**config.mk**
```make
export PLATFORM = sky130hd
export DESIGN_NAME = bf_uart_tx_port_flat
export DESIGN_NICKNAME = d
export VERILOG_FILES = /design/src/rtl/bfup_pkg.sv /design/src/rtl/bf_uart_tx_port_if.sv /design/src/rtl/bfup_sync_fifo.sv /design/src/rtl/bf_uart_tx_port.sv /design/src/flat_wrapper.sv
export SDC_FILE = /design/constraint.sdc
export NUM_CORES = 1
export LEC_CHECK = 0
export BUFFER_PORTS_ARGS = -buffer_cell sky130_fd_sc_hd__buf_2
export CAP_MARGIN = 20
export CORE_MARGIN = 2
export CORE_UTILIZATION = 35
export CTS_BUF_LIST = sky130_fd_sc_hd__clkbuf_8
export DETAILED_ROUTE_END_ITERATION = 8
export PLACE_DENSITY = 0.61
export SYNTH_ARGS = -nofsm -noshare
export SYNTH_HDL_FRONTEND = slang
export SYNTH_HIERARCHICAL = 1
export SYNTH_SLANG_ARGS = --single-unit
```
**constraint.sdc**
```tcl
create_clock -name bfup_clk -period 3.4 [get_ports bfup_clk]
set_input_delay 0.68 -clock bfup_clk [delete_from_list [all_inputs] [get_ports bfup_clk]]
set_output_delay 0.68 -clock bfup_clk [all_outputs]
set_load 0.005 [all_outputs]
```
**src/rtl/bfup_pkg.sv**
```systemverilog
// bfup_pkg: definitions shared by the brainfuck_uP port peripherals.
//   bfup_tx_state_t    : UART transmitter FSM states
//   BFUP_TX_DATA_BITS  : data bits per UART frame
//   BFUP_TX_IDLE_LEVEL : line level while no frame is being sent
// Build option: BFUP_TX_PARITY_EN adds the StParity state (8E1 frames).
package bfup_pkg;

  localparam int unsigned BFUP_TX_DATA_BITS  = 8;
  localparam logic        BFUP_TX_IDLE_LEVEL = 1'b1;

  typedef enum logic [2:0] {
    StIdle,
    StStart,
    StData,
`ifdef BFUP_TX_PARITY_EN
    StParity,
`endif
    StStop
  } bfup_tx_state_t;

endpackage

```
**src/rtl/bf_uart_tx_port_if.sv**
```systemverilog
// bf_uart_tx_port_if: connects the core's output port to the UART transmitter.
//   portWR, outPort : byte write from the core (master drives)
//   tx              : serial line
//   busy            : frame in progress or bytes still queued
//   overflow        : sticky dropped-write flag
//   fifo_count      : queued bytes, 0..2^FIFO_AW
interface bf_uart_tx_port_if #(
  parameter int unsigned FIFO_AW = 4
);
  logic                                   portWR;
  logic [bfup_pkg::BFUP_TX_DATA_BITS-1:0] outPort;
  logic                                   tx;
  logic                                   busy;
  logic                                   overflow;
  logic [FIFO_AW:0]                       fifo_count;

  modport master (
    output portWR, outPort,
    input  tx, busy, overflow, fifo_count
  );

  modport slave (
    input  portWR, outPort,
    output tx, busy, overflow, fifo_count
  );
endinterface

```
**src/rtl/bfup_sync_fifo.sv**
```systemverilog
// bfup_sync_fifo: single-clock FIFO, depth 2^AddrW.
//   bfup_clk, reset : clock, synchronous active-high reset
//   push, wrData    : write request; accepted when not full, or when full with a pop
//   pop, rdData     : rdData shows the head entry; pop removes it (ignored when empty)
//   full, empty     : occupancy flags
//   count           : occupancy, 0..2^AddrW
module bfup_sync_fifo #(
  parameter int unsigned Width = 8,
  parameter int unsigned AddrW = 4
) (
  input  logic             bfup_clk,
  input  logic             reset,
  input  logic             push,
  input  logic             pop,
  input  logic [Width-1:0] wrData,
  output logic [Width-1:0] rdData,
  output logic             full,
  output logic             empty,
  output logic [AddrW:0]   count
);

  localparam int unsigned Depth = 2 ** AddrW;

  logic [Width-1:0] mem [Depth];
  // One extra pointer bit tells full from empty when the low bits match.
  logic [AddrW:0]   wrPtrQ, rdPtrQ;
  logic             doPush, doPop;

  assign empty = (wrPtrQ == rdPtrQ);
  assign full  = (wrPtrQ[AddrW] != rdPtrQ[AddrW]) &&
                 (wrPtrQ[AddrW-1:0] == rdPtrQ[AddrW-1:0]);
  assign count = wrPtrQ - rdPtrQ;

  assign doPop  = pop & ~empty;
  // A pop in the same cycle frees the slot a full FIFO would otherwise refuse.
  assign doPush = push & (~full | doPop);

  assign rdData = mem[rdPtrQ[AddrW-1:0]];

  always_ff @(posedge bfup_clk) begin
    if (reset) begin
      wrPtrQ <= '0;
      rdPtrQ <= '0;
    end else begin
      if (doPush) wrPtrQ <= wrPtrQ + 1'b1;
      if (doPop)  rdPtrQ <= rdPtrQ + 1'b1;
    end
  end

  always_ff @(posedge bfup_clk) begin
    if (doPush) mem[wrPtrQ[AddrW-1:0]] <= wrData;
  end

endmodule

```
**src/rtl/bf_uart_tx_port.sv**
```systemverilog
// bf_uart_tx_port: buffers bytes written by brainfuck_uP and sends them as UART frames.
//   bfup_clk, reset : clock, synchronous active-high reset
//   port (slave)    : portWR/outPort in; tx, busy, overflow, fifo_count out
// Parameters: CLKS_PER_BIT (>= 2) clocks per bit, FIFO_AW FIFO address width.
// Build option: BFUP_TX_PARITY_EN sends 8E1 frames; default is 8N1.
module bf_uart_tx_port
  import bfup_pkg::*;
#(
  parameter int unsigned CLKS_PER_BIT = 434,
  parameter int unsigned FIFO_AW      = 4
) (
  input  logic              bfup_clk,
  input  logic              reset,
  bf_uart_tx_port_if.slave  port
);

  localparam int unsigned BaudW = $clog2(CLKS_PER_BIT);
  localparam int unsigned BitW  = $clog2(BFUP_TX_DATA_BITS);
  localparam logic [BitW-1:0]  LastBit  = BitW'(BFUP_TX_DATA_BITS - 1);
  localparam logic [BaudW-1:0] LastBaud = BaudW'(CLKS_PER_BIT - 1);

  bfup_tx_state_t                stateQ, stateD;
  logic [BaudW-1:0]              baudQ, baudD;
  logic [BitW-1:0]               bitQ, bitD;
  logic [BFUP_TX_DATA_BITS-1:0]  shiftQ, shiftD;
  logic                          txQ, txD;
  logic                          overflowQ;
`ifdef BFUP_TX_PARITY_EN
  logic                          parityQ, parityD;
`endif

  logic [BFUP_TX_DATA_BITS-1:0]  rdData;
  logic                          fifoFull, fifoEmpty, pop;
  logic [FIFO_AW:0]              fifoCount;
  logic                          bitDone;

  bfup_sync_fifo #(
    .Width (BFUP_TX_DATA_BITS),
    .AddrW (FIFO_AW)
  ) uFifo (
    .bfup_clk (bfup_clk),
    .reset    (reset),
    .push     (port.portWR),
    .pop      (pop),
    .wrData   (port.outPort),
    .rdData   (rdData),
    .full     (fifoFull),
    .empty    (fifoEmpty),
    .count    (fifoCount)
  );

  assign bitDone = (baudQ == LastBaud);

  always_comb begin
    stateD  = stateQ;
    baudD   = baudQ;
    bitD    = bitQ;
    shiftD  = shiftQ;
    pop     = 1'b0;
`ifdef BFUP_TX_PARITY_EN
    parityD = parityQ;
`endif

    unique case (stateQ)
      StIdle: begin
        if (!fifoEmpty) begin
          pop     = 1'b1;
          shiftD  = rdData;
          baudD   = '0;
          bitD    = '0;
`ifdef BFUP_TX_PARITY_EN
          parityD = ^rdData;
`endif
          stateD  = StStart;
        end
      end
      StStart: begin
        if (bitDone) begin
          baudD  = '0;
          stateD = StData;
        end else begin
          baudD = baudQ + BaudW'(1);
        end
      end
      StData: begin
        if (bitDone) begin
          baudD  = '0;
          shiftD = {1'b0, shiftQ[BFUP_TX_DATA_BITS-1:1]};
          if (bitQ == LastBit) begin
`ifdef BFUP_TX_PARITY_EN
            stateD = StParity;
`else
            stateD = StStop;
`endif
          end else begin
            bitD = bitQ + BitW'(1);
          end
        end else begin
          baudD = baudQ + BaudW'(1);
        end
      end
`ifdef BFUP_TX_PARITY_EN
      StParity: begin
        if (bitDone) begin
          baudD  = '0;
          stateD = StStop;
        end else begin
          baudD = baudQ + BaudW'(1);
        end
      end
`endif
      StStop: begin
        if (bitDone) begin
          baudD = '0;
          // Chain straight into the next start bit so bursts have no idle gap.
          if (!fifoEmpty) begin
            pop     = 1'b1;
            shiftD  = rdData;
            bitD    = '0;
`ifdef BFUP_TX_PARITY_EN
            parityD = ^rdData;
`endif
            stateD  = StStart;
          end else begin
            stateD = StIdle;
          end
        end else begin
          baudD = baudQ + BaudW'(1);
        end
      end
      default: stateD = StIdle;
    endcase

    // Line level is decoded from the next state so tx comes straight from a flop.
    txD = BFUP_TX_IDLE_LEVEL;
    unique case (stateD)
      StStart:  txD = 1'b0;
      StData:   txD = shiftD[0];
`ifdef BFUP_TX_PARITY_EN
      StParity: txD = parityD;
`endif
      default:  txD = BFUP_TX_IDLE_LEVEL;
    endcase
  end

  always_ff @(posedge bfup_clk) begin
    if (reset) begin
      stateQ    <= StIdle;
      baudQ     <= '0;
      bitQ      <= '0;
      shiftQ    <= '0;
      txQ       <= BFUP_TX_IDLE_LEVEL;
      overflowQ <= 1'b0;
`ifdef BFUP_TX_PARITY_EN
      parityQ   <= 1'b0;
`endif
    end else begin
      stateQ    <= stateD;
      baudQ     <= baudD;
      bitQ      <= bitD;
      shiftQ    <= shiftD;
      txQ       <= txD;
      // A write into a full FIFO is dropped unless a pop frees a slot this cycle.
      overflowQ <= overflowQ | (port.portWR & fifoFull & ~pop);
`ifdef BFUP_TX_PARITY_EN
      parityQ   <= parityD;
`endif
    end
  end

  assign port.tx         = txQ;
  assign port.busy       = (stateQ != StIdle) | ~fifoEmpty;
  assign port.overflow   = overflowQ;
  assign port.fifo_count = fifoCount;

endmodule

```
**src/flat_wrapper.sv**
```systemverilog
// flat-port wrapper written by rule: the top's interface ports become plain ports
module bf_uart_tx_port_flat import bfup_pkg::*;
#(
  parameter int unsigned CLKS_PER_BIT = 434,
  parameter int unsigned FIFO_AW      = 4
)
  (bfup_clk, reset, port_portWR, port_outPort, port_tx, port_busy, port_overflow, port_fifo_count);
  bf_uart_tx_port_if #(.FIFO_AW(FIFO_AW)) port_i ();
  input  logic bfup_clk;
  input  logic reset;
  input wire logic [$bits(port_i.portWR)-1:0] port_portWR;
  input wire logic [$bits(port_i.outPort)-1:0] port_outPort;
  output wire logic [$bits(port_i.tx)-1:0] port_tx;
  output wire logic [$bits(port_i.busy)-1:0] port_busy;
  output wire logic [$bits(port_i.overflow)-1:0] port_overflow;
  output wire logic [$bits(port_i.fifo_count)-1:0] port_fifo_count;
  assign port_i.portWR = port_portWR;
  assign port_i.outPort = port_outPort;
  assign port_tx = port_i.tx;
  assign port_busy = port_i.busy;
  assign port_overflow = port_i.overflow;
  assign port_fifo_count = port_i.fifo_count;
  bf_uart_tx_port #(.CLKS_PER_BIT(CLKS_PER_BIT), .FIFO_AW(FIFO_AW)) u_core (.bfup_clk(bfup_clk), .reset(reset), .port(port_i));
endmodule
```
==> metrics <==
remaining number of nets flagged by the antenna check after routing=0; area of the die=21200 sq um; Top Ports=19; clock tree from TritonCTS=built; count of clock tree sinks=167; class of the tightest hold or removal check=flip-flop to flip-flop; share of the core filled with cells=40.3%; Tightest Pin Transition=0.771 ns; Top FF cell, synth=sky130_fd_sc_hd__edfxtp_1; via count of the first global-routing pass=3953; CTS root buffer=sky130_fd_sc_hd__clkbuf_8; Worst setup SP type=flip-flop; highest clock frequency the design can meet=333 MHz; final critical delay including setup and external delays=3.00 ns; number of pins with negative max-slew slack in the final report=0; final-layout setup total negative slack=0 ns; Num CTS Buffers=17; post-CTS resize count=0; # Post-CTS Setup Buffers=0; count of vias placed by the detailed router=3836; routed wirelength normalized by instance count=18.1 microns; number of enable-type register cells in the synthesized netlist=128; portion of the post-synthesis area used by sequential elements=66.0%; Leakage Power=2.56 nW; mean number of vias per cell=5.01; horizontal die dimension=145 microns; relative area change from synthesis to final layout=12.2%; required time at the worst-slack endpoint=2.72 ns; final weighted congestion of routability-driven global placement=0.803; power density over cell area=511 nW/um^2; fraction of final layout cells sized beyond drive strength 1=23.6%; pin count of the biggest net entering global routing=33; stage delay of the slowest cell on the critical path=0.46 ns; Worst EP arrival=2.32 ns; critical path capture point type=primary output; remaining routing DRC violations=0; Overall Global Routing Usage=13.6%; Mapped Avg Cell Area=15.6 sq um; starting density of the core=35.9%; HPWL after DPL=9.22 mm; Final Cycle Share=88.3%; tightest slew margin relative to the limit=48.4%; diode insertion count for antenna repair=0; number of endpoints failing setup at the final stage=0; post-layout net count=512; number of violations reported at the end of detailed-routing iteration 0=300; post-synthesis register bit count=167; Slowest cell on crit path=sky130_fd_sc_hd__fa_1; sequence of cells on the critical path=inv_1 > ha_1 > inv_1 > fa_1 > a21o_1 > a21oi_1 > xnor2_1 > buf_2; mapped cell area=7010 sq um; Die Y-Extent=145 microns; syn_nets=475; number of buffer and inverter stages on the critical path=3; Core Box Area=19500 sq um; drt first pass iters=7; Synth Warn #=6; clock tree skew after final layout=0.0131 ns; maximum buffer depth of the clock tree=2; total routed wirelength=13.8 mm; clock transition at the registers of the reported paths=0.09 ns; hold violation count in the final report=0; status=complete, no violations; number of maximum-capacitance violations=0; initial antenna violation count=0; first-pass GRT wire length=21.9 mm; source-to-sink clock delay at the later pin of the worst-skew pair=0.45 ns; Cell variety after synth=64; Critical Path Most Common Cell=sky130_fd_sc_hd__inv_1; worst setup path category=flip-flop to primary output; cell count after synthesis=450; VDD IR max=0.315 mV; dominant delay contributor by cell family on the critical path=adder cells; unrepaired setup endpoints after global routing=no; async set-reset flop share out of synthesis=0%; GRT overflow=0; Port Buffers=18; H-tree Lvls=4; post-cts hold buffer count=0; Row Count=51; Critical Path Fanout Max=5
-- cell type report --
| class | count | area [sq um] |
|---|---|---|
| Inverter | 12 | 45.0 |
| Clock inverter | 15 | 141 |
| Tap cell | 265 | 332 |
| Multi-Input combinational cell | 252 | 2240 |
| Fill cell | 1813 | 11700 |
| Sequential cell | 167 | 4630 |
| Clock buffer | 17 | 234 |
| Timing Repair Buffer | 37 | 245 |
-- worst min-delay path, cell delays in order, from the launching register on --
cell and delay [ns]:
sky130_fd_sc_hd__dfxtp_1 0.32, sky130_fd_sc_hd__inv_1 0.05, sky130_fd_sc_hd__a21oi_1 0.05
-- cell families (layout without fill, tap and decap cells) --
group,count (synthesis),count (layout),synth area share [%]
buffers and inverters,31,81,2.02
multiplexers,36,36,10.9
other,1,1,0.0535
flip-flops,167,167,66.0
AND/OR/NAND/NOR,116,116,8.81
AO/OA/AOI/OAI,66,66,7.06
adder cells (fa/ha/maj),14,14,2.61
XOR/XNOR,19,19,2.59
-- report_power, final --
part | leakage [nW] | switching (W) | internal (W)
logic | 0.893 | 0.000230 | 0.000172
registers | 1.47 | 0.0000318 | 0.00224
clock network | 0.189 | 0.000755 | 0.000595
-- synthesized netlist by cell type, drive strengths merged, types with 2 or more instances --
| cell | count | share of area [%] |
|---|---|---|
| and3 | 3 | 0.27 |
| nand4 | 2 | 0.18 |
| and2 | 2 | 0.18 |
| o21ai | 9 | 0.70 |
| mux2i | 4 | 0.57 |
| a21o | 3 | 0.32 |
| o21bai | 2 | 0.21 |
| nand2 | 28 | 1.5 |
| xor2 | 10 | 1.4 |
| clkbuf | 6 | 0.32 |
| nor3 | 10 | 0.95 |
| a22oi | 22 | 2.4 |
| nand3b | 3 | 0.32 |
| edfxtp | 128 | 55 |
| a21oi | 15 | 1.1 |
| or2 | 2 | 0.18 |
| ha | 13 | 2.3 |
| o311ai | 2 | 0.50 |
| nand3 | 4 | 0.29 |
| nand2b | 2 | 0.18 |
| nor2b | 2 | 0.18 |
| dfxtp | 39 | 11 |
| or4 | 2 | 0.21 |
| a211oi | 3 | 0.32 |
| nor2 | 47 | 2.7 |
| mux4 | 32 | 10 |
| and4 | 2 | 0.25 |
| buf | 13 | 1.1 |
| inv | 12 | 0.64 |
| xnor2 | 9 | 1.2 |
-- placed cells by master (no fill, tap or decap), types with 2 or more instances in the layout --
cell type	instances
sky130_fd_sc_hd__o21ai_1	4
sky130_fd_sc_hd__mux4_2	32
sky130_fd_sc_hd__inv_1	12
sky130_fd_sc_hd__nand3_1	4
sky130_fd_sc_hd__clkbuf_8	17
sky130_fd_sc_hd__clkinv_2	2
sky130_fd_sc_hd__mux2i_1	4
sky130_fd_sc_hd__o21bai_1	2
sky130_fd_sc_hd__nand4_1	2
sky130_fd_sc_hd__nor2b_1	2
sky130_fd_sc_hd__edfxtp_1	128
sky130_fd_sc_hd__buf_2	18
sky130_fd_sc_hd__a211oi_1	3
sky130_fd_sc_hd__clkinvlp_4	3
sky130_fd_sc_hd__nand2b_1	2
sky130_fd_sc_hd__and4_1	2
sky130_fd_sc_hd__buf_4	18
sky130_fd_sc_hd__xor2_1	9
sky130_fd_sc_hd__inv_8	2
sky130_fd_sc_hd__a21oi_1	14
sky130_fd_sc_hd__dfxtp_1	38
sky130_fd_sc_hd__nor3_1	8
sky130_fd_sc_hd__a21o_1	3
sky130_fd_sc_hd__ha_1	13
sky130_fd_sc_hd__nor2_1	45
sky130_fd_sc_hd__a22oi_1	22
sky130_fd_sc_hd__inv_6	5
sky130_fd_sc_hd__o21ai_0	4
sky130_fd_sc_hd__xnor2_1	8
sky130_fd_sc_hd__or4_1	2
sky130_fd_sc_hd__nand2_1	28
sky130_fd_sc_hd__and3_1	3
sky130_fd_sc_hd__nand3b_1	3
sky130_fd_sc_hd__and2_1	2
-- worst paths after layout --
path                                       startpoint                          endpoint  slack (ns)  depth (start not counted)
setup / recovery  u_core/uFifo/wrPtrQ[0]$_SDFFE_PP0P_                port_fifo_count[4]        0.40                          8
hold reg to reg       u_core/port.overflow$_SDFF_PP0_   u_core/port.overflow$_SDFF_PP0_        0.45                          2
setup reg to reg  u_core/uFifo/wrPtrQ[2]$_SDFFE_PP0P_  u_core/uFifo/mem[0][7]$_DFFE_PP_        0.66                          9
hold / removal        u_core/port.overflow$_SDFF_PP0_   u_core/port.overflow$_SDFF_PP0_        0.45                          2
-- layer usage --
layer	part of all wire (%)	GRT usage [%]	routed length, microns
met5	0	0	0
met4	0.86	3.63	119
met3	4.9	4.01	681
met2	48	21.8	6580
met1	47	18.3	6460
-- stage by stage --
| stage | cell area, sq um | setup WS (ns) | power [W] | hold WS (ns) | instances |
|---|---|---|---|---|---|
| finish | 7860 | 0.397 | 0.00402 | 0.449 | 765 |
| detailed placement | 7490 | 0.700 | 0.00272 | 0.440 | 733 |
| floorplan | 7010 | 0.259 | 0.00258 | 0.432 | 450 |
| CTS | 7860 | 0.382 | 0.00405 | 0.452 | 765 |
| global placement | 7490 | 0.776 | 0.00271 | 0.436 | 733 |
| global route | 7860 | 0.268 | 0.00419 | 0.463 | 765 |
-- flip-flops by register name, indices dropped and copies added (netlist names), named ones only --
signal and cells:
u_core/uFifo/mem 128, u_core/baudQ 9, u_core/shiftQ 8, u_core/uFifo/rdPtrQ 5, u_core/uFifo/wrPtrQ 5, u_core/bitQ 3
u_core/stateQ 3, u_core/port.overflow 1, u_core/port.tx 1
Note: power is estimated with default switching activity, not from simulation.
